`config.mk`:
```
export PLATFORM = sky130hd
export DESIGN_NAME = mem_port_arbiter
export DESIGN_NICKNAME = d
export VERILOG_FILES = /design/src/rtl/mem_arb_pkg.sv /design/src/rtl/lane_align.sv /design/src/rtl/mem_port_arbiter.sv
export SDC_FILE = /design/constraint.sdc
export NUM_CORES = 1
export LEC_CHECK = 0
export ABC_CLOCK_PERIOD_IN_PS = 1800
export CORE_MARGIN = 4
export CORE_UTILIZATION = 29
export DETAILED_ROUTE_END_ITERATION = 8
export GPL_TIMING_DRIVEN = 1
export PLACE_DENSITY = 0.72
export SLEW_MARGIN = 20
export SYNTH_ARGS = -nofsm -noshare
export SYNTH_HDL_FRONTEND = slang
export SYNTH_HIERARCHICAL = 1
export SYNTH_SLANG_ARGS = --single-unit
export TNS_END_PERCENT = 1
```
`constraint.sdc`:
```
create_clock -name clk -period 1.8 [get_ports clk]
set_input_delay 0.27 -clock clk [delete_from_list [all_inputs] [get_ports clk]]
set_output_delay 0.27 -clock clk [all_outputs]
set_load 0.01 [all_outputs]
```
`src/rtl/mem_arb_pkg.sv`:
```
// Shared types for mem_port_arbiter: access-size encodings, FSM states and
// requester identities.
package mem_arb_pkg;

  typedef enum logic [1:0] {
    SZ_BYTE = 2'b00,
    SZ_HALF = 2'b01,
    SZ_WORD = 2'b10,
    SZ_ILL  = 2'b11
  } size_e;

  typedef enum logic {
    IDLE = 1'b0,
    WAIT = 1'b1
  } state_e;

  typedef enum logic {
    OWN_IF = 1'b0,
    OWN_LS = 1'b1
  } owner_e;

endpackage

```
`src/rtl/lane_align.sv`:
```
// lane_align: combinational store byte-enable/data replication and load lane
// extraction with sign or zero extension. Also flags misaligned/illegal sizes.
module lane_align
  import mem_arb_pkg::*;
(
  input  size_e       st_size,
  input  logic [1:0]  st_addr_lo,
  input  logic [31:0] st_wdata,
  output logic [3:0]  st_mask,
  output logic [31:0] st_data,
  output logic        st_misaligned,
  input  size_e       ld_size,
  input  logic [1:0]  ld_addr_lo,
  input  logic        ld_unsigned,
  input  logic [31:0] ld_rdata,
  output logic [31:0] ld_data
);

  logic [7:0]  ld_byte;
  logic [15:0] ld_half;

  // NOTE: every output gets a default before the case so no path can infer a latch.
  always_comb begin
    st_mask       = 4'b0000;
    st_data       = st_wdata;
    st_misaligned = 1'b0;
    case (st_size)
      SZ_BYTE: begin
        st_mask = 4'b0001 << st_addr_lo;
        st_data = {4{st_wdata[7:0]}};
      end
      SZ_HALF: begin
        st_mask       = st_addr_lo[1] ? 4'b1100 : 4'b0011;
        st_data       = {2{st_wdata[15:0]}};
        st_misaligned = st_addr_lo[0];
      end
      SZ_WORD: begin
        st_mask       = 4'b1111;
        st_misaligned = |st_addr_lo;
      end
      default: st_misaligned = 1'b1;
    endcase
  end

  assign ld_byte = ld_rdata[{ld_addr_lo, 3'b000} +: 8];
  assign ld_half = ld_addr_lo[1] ? ld_rdata[31:16] : ld_rdata[15:0];

  always_comb begin
    ld_data = '0;
    case (ld_size)
      SZ_BYTE: ld_data = {{24{ld_byte[7] & ~ld_unsigned}}, ld_byte};
      SZ_HALF: ld_data = {{16{ld_half[15] & ~ld_unsigned}}, ld_half};
      SZ_WORD: ld_data = ld_rdata;
      default: ld_data = '0;
    endcase
  end

endmodule

```
`src/rtl/mem_port_arbiter.sv`:
```
// mem_port_arbiter: shares one single-port BRAM between fetch (IF) and load/store (LS).
// Define ARB_ROUND_ROBIN_EN to alternate grants when both requesters are valid.
module mem_port_arbiter
  import mem_arb_pkg::*;
#(
  parameter int AWIDTH  = 14,
  parameter int MEM_LAT = 1
) (
  input  logic              clk,
  input  logic              rst_n,
  input  logic              if_req_valid,
  output logic              if_req_ready,
  input  logic [31:0]       if_req_addr,
  output logic              if_resp_valid,
  output logic [31:0]       if_resp_data,
  input  logic              ls_req_valid,
  output logic              ls_req_ready,
  input  logic              ls_req_we,
  input  logic [31:0]       ls_req_addr,
  input  logic [31:0]       ls_req_wdata,
  input  logic [1:0]        ls_req_size,
  input  logic              ls_req_unsigned,
  output logic              ls_resp_valid,
  output logic [31:0]       ls_resp_data,
  output logic              err_misaligned,
  output logic              mem_en,
  output logic [3:0]        mem_we,
  output logic [AWIDTH-1:0] mem_addr,
  output logic [31:0]       mem_din,
  input  logic [31:0]       mem_dout
);

  localparam int CW = (MEM_LAT > 1) ? $clog2(MEM_LAT) : 1;

  state_e        state_q, state_d;
  owner_e        grant, owner_q;
  logic [CW-1:0] lat_cnt_q;
  size_e         size_q;
  logic [1:0]    lo_q;
  logic          uns_q, we_q, err_q;
  logic          hs, if_err, ls_err, last_cnt;
  size_e         ls_size;
  logic [3:0]    st_mask;
  logic [31:0]   st_data, ld_data;
  logic          unused_addr_bits;

  assign ls_size  = size_e'(ls_req_size);
  assign if_err   = |if_req_addr[1:0];
  assign last_cnt = (lat_cnt_q == CW'(MEM_LAT - 1));
  assign unused_addr_bits = ^{if_req_addr[31:AWIDTH+2], ls_req_addr[31:AWIDTH+2]};

  lane_align u_lane_align (
    .st_size      (ls_size),
    .st_addr_lo   (ls_req_addr[1:0]),
    .st_wdata     (ls_req_wdata),
    .st_mask      (st_mask),
    .st_data      (st_data),
    .st_misaligned(ls_err),
    .ld_size      (size_q),
    .ld_addr_lo   (lo_q),
    .ld_unsigned  (uns_q),
    .ld_rdata     (mem_dout),
    .ld_data      (ld_data)
  );

`ifdef ARB_ROUND_ROBIN_EN
  owner_e last_grant_q;

  always_comb begin
    if (if_req_valid && ls_req_valid) grant = (last_grant_q == OWN_LS) ? OWN_IF : OWN_LS;
    else                              grant = ls_req_valid ? OWN_LS : OWN_IF;
  end

  always_ff @(posedge clk or negedge rst_n) begin
    if (!rst_n)  last_grant_q <= OWN_IF;
    else if (hs) last_grant_q <= grant;
  end
`else
  assign grant = ls_req_valid ? OWN_LS : OWN_IF;
`endif

  // The BRAM port is driven combinationally in the handshake cycle only.
  always_comb begin
    state_d      = state_q;
    if_req_ready = 1'b0;
    ls_req_ready = 1'b0;
    hs           = 1'b0;
    mem_en       = 1'b0;
    mem_we       = 4'b0000;
    mem_addr     = '0;
    mem_din      = '0;
    case (state_q)
      IDLE: begin
        if (rst_n && grant == OWN_LS && ls_req_valid) begin
          ls_req_ready = 1'b1;
          hs           = 1'b1;
          mem_en       = ~ls_err;
          mem_we       = (ls_req_we && !ls_err) ? st_mask : 4'b0000;
          mem_addr     = ls_req_addr[AWIDTH+1:2];
          mem_din      = ls_req_we ? st_data : '0;
        end else if (rst_n && grant == OWN_IF && if_req_valid) begin
          if_req_ready = 1'b1;
          hs           = 1'b1;
          mem_en       = ~if_err;
          mem_addr     = if_req_addr[AWIDTH+1:2];
        end
        if (hs) state_d = WAIT;
      end
      WAIT:    if (last_cnt) state_d = IDLE;
      default: state_d = IDLE;
    endcase
  end

  // NOTE: sequential state uses non-blocking assignments so every flop samples pre-edge values.
  always_ff @(posedge clk or negedge rst_n) begin
    if (!rst_n) begin
      state_q        <= IDLE;
      lat_cnt_q      <= '0;
      owner_q        <= OWN_IF;
      size_q         <= SZ_WORD;
      lo_q           <= 2'b00;
      uns_q          <= 1'b0;
      we_q           <= 1'b0;
      err_q          <= 1'b0;
      if_resp_valid  <= 1'b0;
      if_resp_data   <= '0;
      ls_resp_valid  <= 1'b0;
      ls_resp_data   <= '0;
      err_misaligned <= 1'b0;
    end else begin
      state_q        <= state_d;
      if_resp_valid  <= 1'b0;
      ls_resp_valid  <= 1'b0;
      err_misaligned <= 1'b0;
      if (hs) begin
        lat_cnt_q <= '0;
        owner_q   <= grant;
        size_q    <= ls_size;
        lo_q      <= ls_req_addr[1:0];
        uns_q     <= ls_req_unsigned;
        we_q      <= ls_req_we;
        err_q     <= (grant == OWN_LS) ? ls_err : if_err;
      end else if (state_q == WAIT) begin
        lat_cnt_q <= lat_cnt_q + 1'b1;
        if (last_cnt) begin
          err_misaligned <= err_q;
          if (owner_q == OWN_LS) begin
            ls_resp_valid <= 1'b1;
            ls_resp_data  <= (err_q || we_q) ? '0 : ld_data;
          end else begin
            if_resp_valid <= 1'b1;
            if_resp_data  <= err_q ? '0 : mem_dout;
          end
        end
      end
    end
  end

endmodule

```
== Word-level counts from Yosys, hierarchy flattened ==
Cells that the tools add are included.

* Bitwise gates (word level): 10
* Add/subtract/negate cells: 1
* Multiplexer cells: 46
* Shifts and indexed selects: 2
* Equal/unequal tests: 4
* Reduce and logical (&&, ||, !) cells: 14

{| class="wikitable"
|+ Operators with widths
! kind !! count
|-
| 32-bit 2-to-1 mux || 5
|-
| 32-bit case mux with 3 select lines || 1
|-
| 32-bit case mux with 2 select lines || 1
|-
| 14-bit 2-to-1 mux || 3
|-
| 32-bit by 6-bit indexed part select with 8-bit output || 1
|-
| 1-bit 2-to-1 mux || 28
|-
| 16-bit 2-to-1 mux || 1
|-
| 4-bit 2-to-1 mux || 4
|-
| 4-bit case mux with 3 select lines || 1
|-
| 1-bit NOT || 8
|-
| 4-bit AND reduction || 2
|-
| 1-bit logical AND || 5
|-
| 2-bit by 1-bit equality test with 1-bit output, second input constant || 2
|-
| 2-bit equality test, second input constant || 2
|-
| 2-bit logical NOT || 2
|-
| 2-bit OR reduction || 2
|-
| 1-bit by 2-bit left shift with 4-bit output, first input constant || 1
|-
| 1-bit case mux with 3 select lines || 1
|-
| 1-bit bitwise AND || 2
|-
| 1-bit case mux with 2 select lines || 1
|-
| 2-bit nonzero test || 1
|-
| 1-bit adder, second input constant || 1
|-
| 1-bit logical NOT || 1
|-
| 1-bit logical OR || 1
|}

* Logic and storage cells: 90
* Output and inout port bits: 120
* Register bits after elaboration: 77

== Logic depth before layout (Yosys ltp) ==
* Depth after elaboration: 10
* Gate-level depth with buffers: 8

== Modules after synthesis ==
The synthesis kept the hierarchy.

{| class="wikitable"
|+ By module, submodules not included
! module !! area an instance (um2) !! instances !! sequential area each (um2) !! cells an instance
|-
| mem_port_arbiter || 3595.9 || 1 || 1928.1 || 374
|-
| lane_align || 1360.1 || 1 || 0.0 || 194
|}

== Worst setup path after synthesis ==
Ideal clock, no wire load.

* Kind: register -> output
* Start: register state_q
* End: output port mem_addr[10]
* Path buffers: 1
* Cell stages (with the launch flop): 5
* Required time: 1530 ps
* Data arrival time: 1277 ps
* Path slack: 253 ps
* Path through: dfrtp_1 > nand2b_4 > nor2_1 > buf_2 > a22o_1

* Longest elaborated chain between the ends: 1

{| class="wikitable"
|+ RTL lines
! item !! line !! RTL
|-
| start: declaration || mem_port_arbiter.sv:35 || <nowiki>state_e state_q, state_d;</nowiki>
|-
| start signal: assignment || mem_port_arbiter.sv:131 || <nowiki>state_q <= state_d;</nowiki>
|-
| 14-bit 2-to-1 mux || mem_port_arbiter.sv:92 || <nowiki>case (state_q)</nowiki>
|-
| end: declaration || mem_port_arbiter.sv:28 || <nowiki>output logic [AWIDTH-1:0] mem_addr,</nowiki>
|}

Every way passes these cells.

== Worst setup path in the final report ==
* Start: register state_q
* End: output port mem_addr[4]

The elaborated chain is that of the path after synthesis.

==> reports/summary.md <==
### Clock network
• built — clock tree from TritonCTS
• 9 — total CTS buffers
• clkbuf_16 — clock root cell
• 3 — total number of H-tree levels
• 77 — clock sink total
• 0.06 ns — clock transition time at the flip-flop clock pins of the worst setup and hold paths
• 2 — Max Root-Sink Buffers
• 0.34 ns — later-pin clock latency in the skew report
• 0 — total of hold buffers inserted after clock tree synthesis

### Timing
• 105% — fin crit share
• 0.0632 ns — Hold Slack
• 0 — total count of hold-check failures in the final report
• -0.0889 ns — final setup slack of the worst path
• 66.1% — worst slew margin relative to its limit
• true — setup repair after global routing missed its margin
• 0 — Final Max Tran Viols
• 0.509 ns — slew at the pin closest to its max-slew limit
• 29 — count of final setup violators
• -1.28 ns — final-layout setup total negative slack
• 1.89 ns — fin crit period
• 0.00349 ns — worst clock skew on the final layout
• 0.529 GHz — maximum operating frequency

### Power and ir drop
• 37.3% — proportion of total power due to net switching
• 9.07 mW — Power Total
• 482 uV — Max IR drop VDD
• 3.39 mW — switching component of the power
• 30.3% — sequential share of power
• 17.6% — clock network fraction of total power
• 52.2% — Comb power frac
• 1160 nW/um^2 — Power Dens Cells
• 3.42 nW — static leakage power
• 5.69 mW — total internal power

### Drt
• 264 — violation count after the first detailed-routing iteration
• 0 — DRC violation count after routing
• 4923 — via count
• 17300 um — Routed WL
• 4.72 — number of vias per cell
• 5 — total iterations of the first detailed-routing run
• 0 — number of antenna-violating nets in the routed design
• 16.6 um — WL/cell

### Synthesis
• 38.4% — Yosys top cell area share
• simple AND/OR/NAND/NOR gates — main combinational cell family by area after synthesis
• 42 — synth unique cells
• 100% — post-synthesis async set-or-reset flop share
• 8.73 um^2 — mean post-synth cell area
• 568 — gate count of the mapped netlist
• 9.62% — portion of netlist area occupied by mux cells
• 38.9% — share of the yosys chip area belonging to registers
• 22.1% — share of synthesized cell area in and, or, nand and nor gates
• 0 — number of enable flip-flop cells after synthesis
• 0.177% — fraction of synthesized cell area in xor and xnor cells
• 77 — number of flip-flops and latches in the synthesized netlist
• 6 — YS warnings
• dfrtp_1 — top_reg_cell synth
• 704 — nets in the synthesized netlist
• nand2_1 (112), dfrtp_1 (76), o21ai_0 (65) — top post-synthesis cells by count
• 4960 um^2 — Cell Area, Synth
• 22.0% — post-synthesis compound-gate area fraction
• dfrtp_1 — cell accounting for the most synthesized area
• nand2_1 — most repeated cell in the gate-level netlist after synthesis
• dfrtp_1 (38%), nand2_1 (8.5%), mux2_2 (6.8%) — largest cells by area after synthesis
• 0% — adder-cell area share of the yosys netlist

### Critical path
• 4 — worst-path fanout max
• flop to output pin — Worst Setup Path Type
• output pin — endpoint class of the critical path
• 1.62 ns — data arrival time at the worst-slack endpoint
• flop — type of element launching the critical path
• 0.09 ns — worst reg2reg setup slack
• 1.53 ns — required time reported for the critical path endpoint

### GRT
• 17.6% — gr usage total
• 4991 — number of global-route vias before repair
• 27300 um — first-pass GRT wire length
• 0 — leftover overflow at the end of global routing
• 66 — pin count of the biggest net entering global routing
• 0 — antenna violations before repair

### Layout
• 955 — # nets final
• 25.0% — share of final-layout standard cells stronger than drive strength 1
• 1607 — FILL cells
• 0 — diode insertion count for antenna repair
• 58.3% — Area growth syn-to-layout

### Die
• 16600 um^2 — area of the core
• 29.8% — initial core utilization
• 139 um — die height
• 139 um — horizontal die dimension
• 19200 um^2 — area enclosed by the die boundary
• 256 — IO Pins
• 47 — # rows

### Placement
• 223 — number of buffer cells added on primary ports
• 13900 um — Detail Placement HPWL
• -0.583 ns — worst slack after detailed placement
• 0.930 — GP Congestion

### Status
• negative setup slack — violations in the final reports
• complete, but fails checks — outcome

### Min path
• primary input to asynchronous set/reset pin — class of the tightest hold or removal check

### Job
• 0 — maximum capacitance violations

worst max-delay path, stage by stage (launching register included):
cell and delay, ns:
dfrtp_1 0.39, nand2b_4 0.18, nor3_4 0.16, buf_6 0.15, buf_6 0.09, buf_6 0.08, a22o_1 0.13, buf_6 0.11
cell families (layout without fill, tap and decap cells):
group,count (synthesis),count (layout)
AO/OA/AOI/OAI,171,171
XOR/XNOR,1,1
buffers and inverters,61,317
multiplexers,43,43
AND/OR/NAND/NOR,215,215
flip-flops,77,77
through the flow:
| stage | util (%) | area [um^2] | std cells |
|---|---|---|---|
| 3_5_place_dp | 46.0 | 7650 | 1018 |
| 4_1_cts | 46.9 | 7800 | 1044 |
| 2_1_floorplan | - | 4960 | 568 |
| 6_report | 47.1 | 7850 | 1044 |
| 3_3_place_gp | 46.0 | 7650 | 1018 |
| 5_1_grt | 47.1 | 7850 | 1044 |
cells in the final DEF (no fill, tap or decap), types with 2 or more instances in the layout:
cell type	netlist	layout
a21oi_1	14	12
a21oi_2	1	3
a22o_1	14	14
a22oi_1	27	27
and2_1	36	35
buf_12	0	4
buf_2	13	46
buf_4	9	55
buf_6	10	17
buf_8	0	2
clkbuf_1	23	4
clkbuf_16	0	9
clkdlybuf4s50_1	0	165
clkinv_2	0	3
dfrtp_1	76	75
dlygate4sd2_1	0	6
inv_1	6	5
mux2_1	3	3
mux2_2	30	30
mux2i_1	9	9
nand2_1	112	112
nand2b_1	43	43
nor2_1	6	4
nor2_2	1	3
nor2b_1	6	4
nor3b_4	2	2
o211ai_1	2	2
o21ai_0	65	64
o21ai_1	22	23
o21ai_2	17	17
o2bb2ai_1	4	4
cell type report:
class,instances,area [um^2],area share [%]
sequential,77,1930,24.6
multi-input combinational,430,2720,34.6
tap,220,275,3.51
clock buffer,13,240,3.06
inverter,6,22.5,0.287
clock inverter,3,15.0,0.191
timing repair buffer,295,2650,33.8
power groups by stage:
stage               combinational, mW  sequential, mW  clock [mW]
floorplan                        2.32            2.94           0
global placement                 4.71            2.75           0
detailed placement               4.75            2.77           0
CTS                              4.76            2.75        1.64
global route                     5.18            2.84        1.70
finish                           4.73            2.75        1.59
flip-flops by register name (all words and copies together), names as in the netlist:
name	count
err_misaligned	1
err_q	1
if_resp_data	32
if_resp_valid	1
lat_cnt_q	1
lo_q	2
ls_resp_data	32
ls_resp_valid	1
owner_q	1
size_q	2
state_q	1
uns_q	1
we_q	1
metal layers:
metal  GRT usage (%)  part of all wire [%]
met2            30.7                    49
met5               0                     0
met1            21.3                    42
met3            5.52                   7.7
met4            4.48                   1.6
final timing paths:
kind | from | endpoint | cells past startpoint
max in group asynchronous | rst_n | lo_q[1]$_DFFE_PN0N_ | 3
min reg2reg | if_resp_data[20]$_DFFE_PN0P_ | if_resp_data[20]$_DFFE_PN0P_ | 2
min in group clk | rst_n | owner_q$_DFFE_PN0N_ | 4
max | state_q$_DFF_PN0_ | mem_addr[4] | 7
min | rst_n | if_resp_data[23]$_DFFE_PN0P_ | 2
max reg2reg | lo_q[1]$_DFFE_PN0N_ | ls_resp_data[11]$_DFFE_PN0P_ | 6
repair_timing:
item / CTS / global route
gates cloned: 0 / 0
endpoints found under the hold margin: 0 / 0
buffers inserted: 10 / 0
endpoints found under the setup margin: 53 / 62
resized for setup: 232 / 14
pin swaps: 7 / 0
No activity file was read; power rests on OpenSTA's default activity.
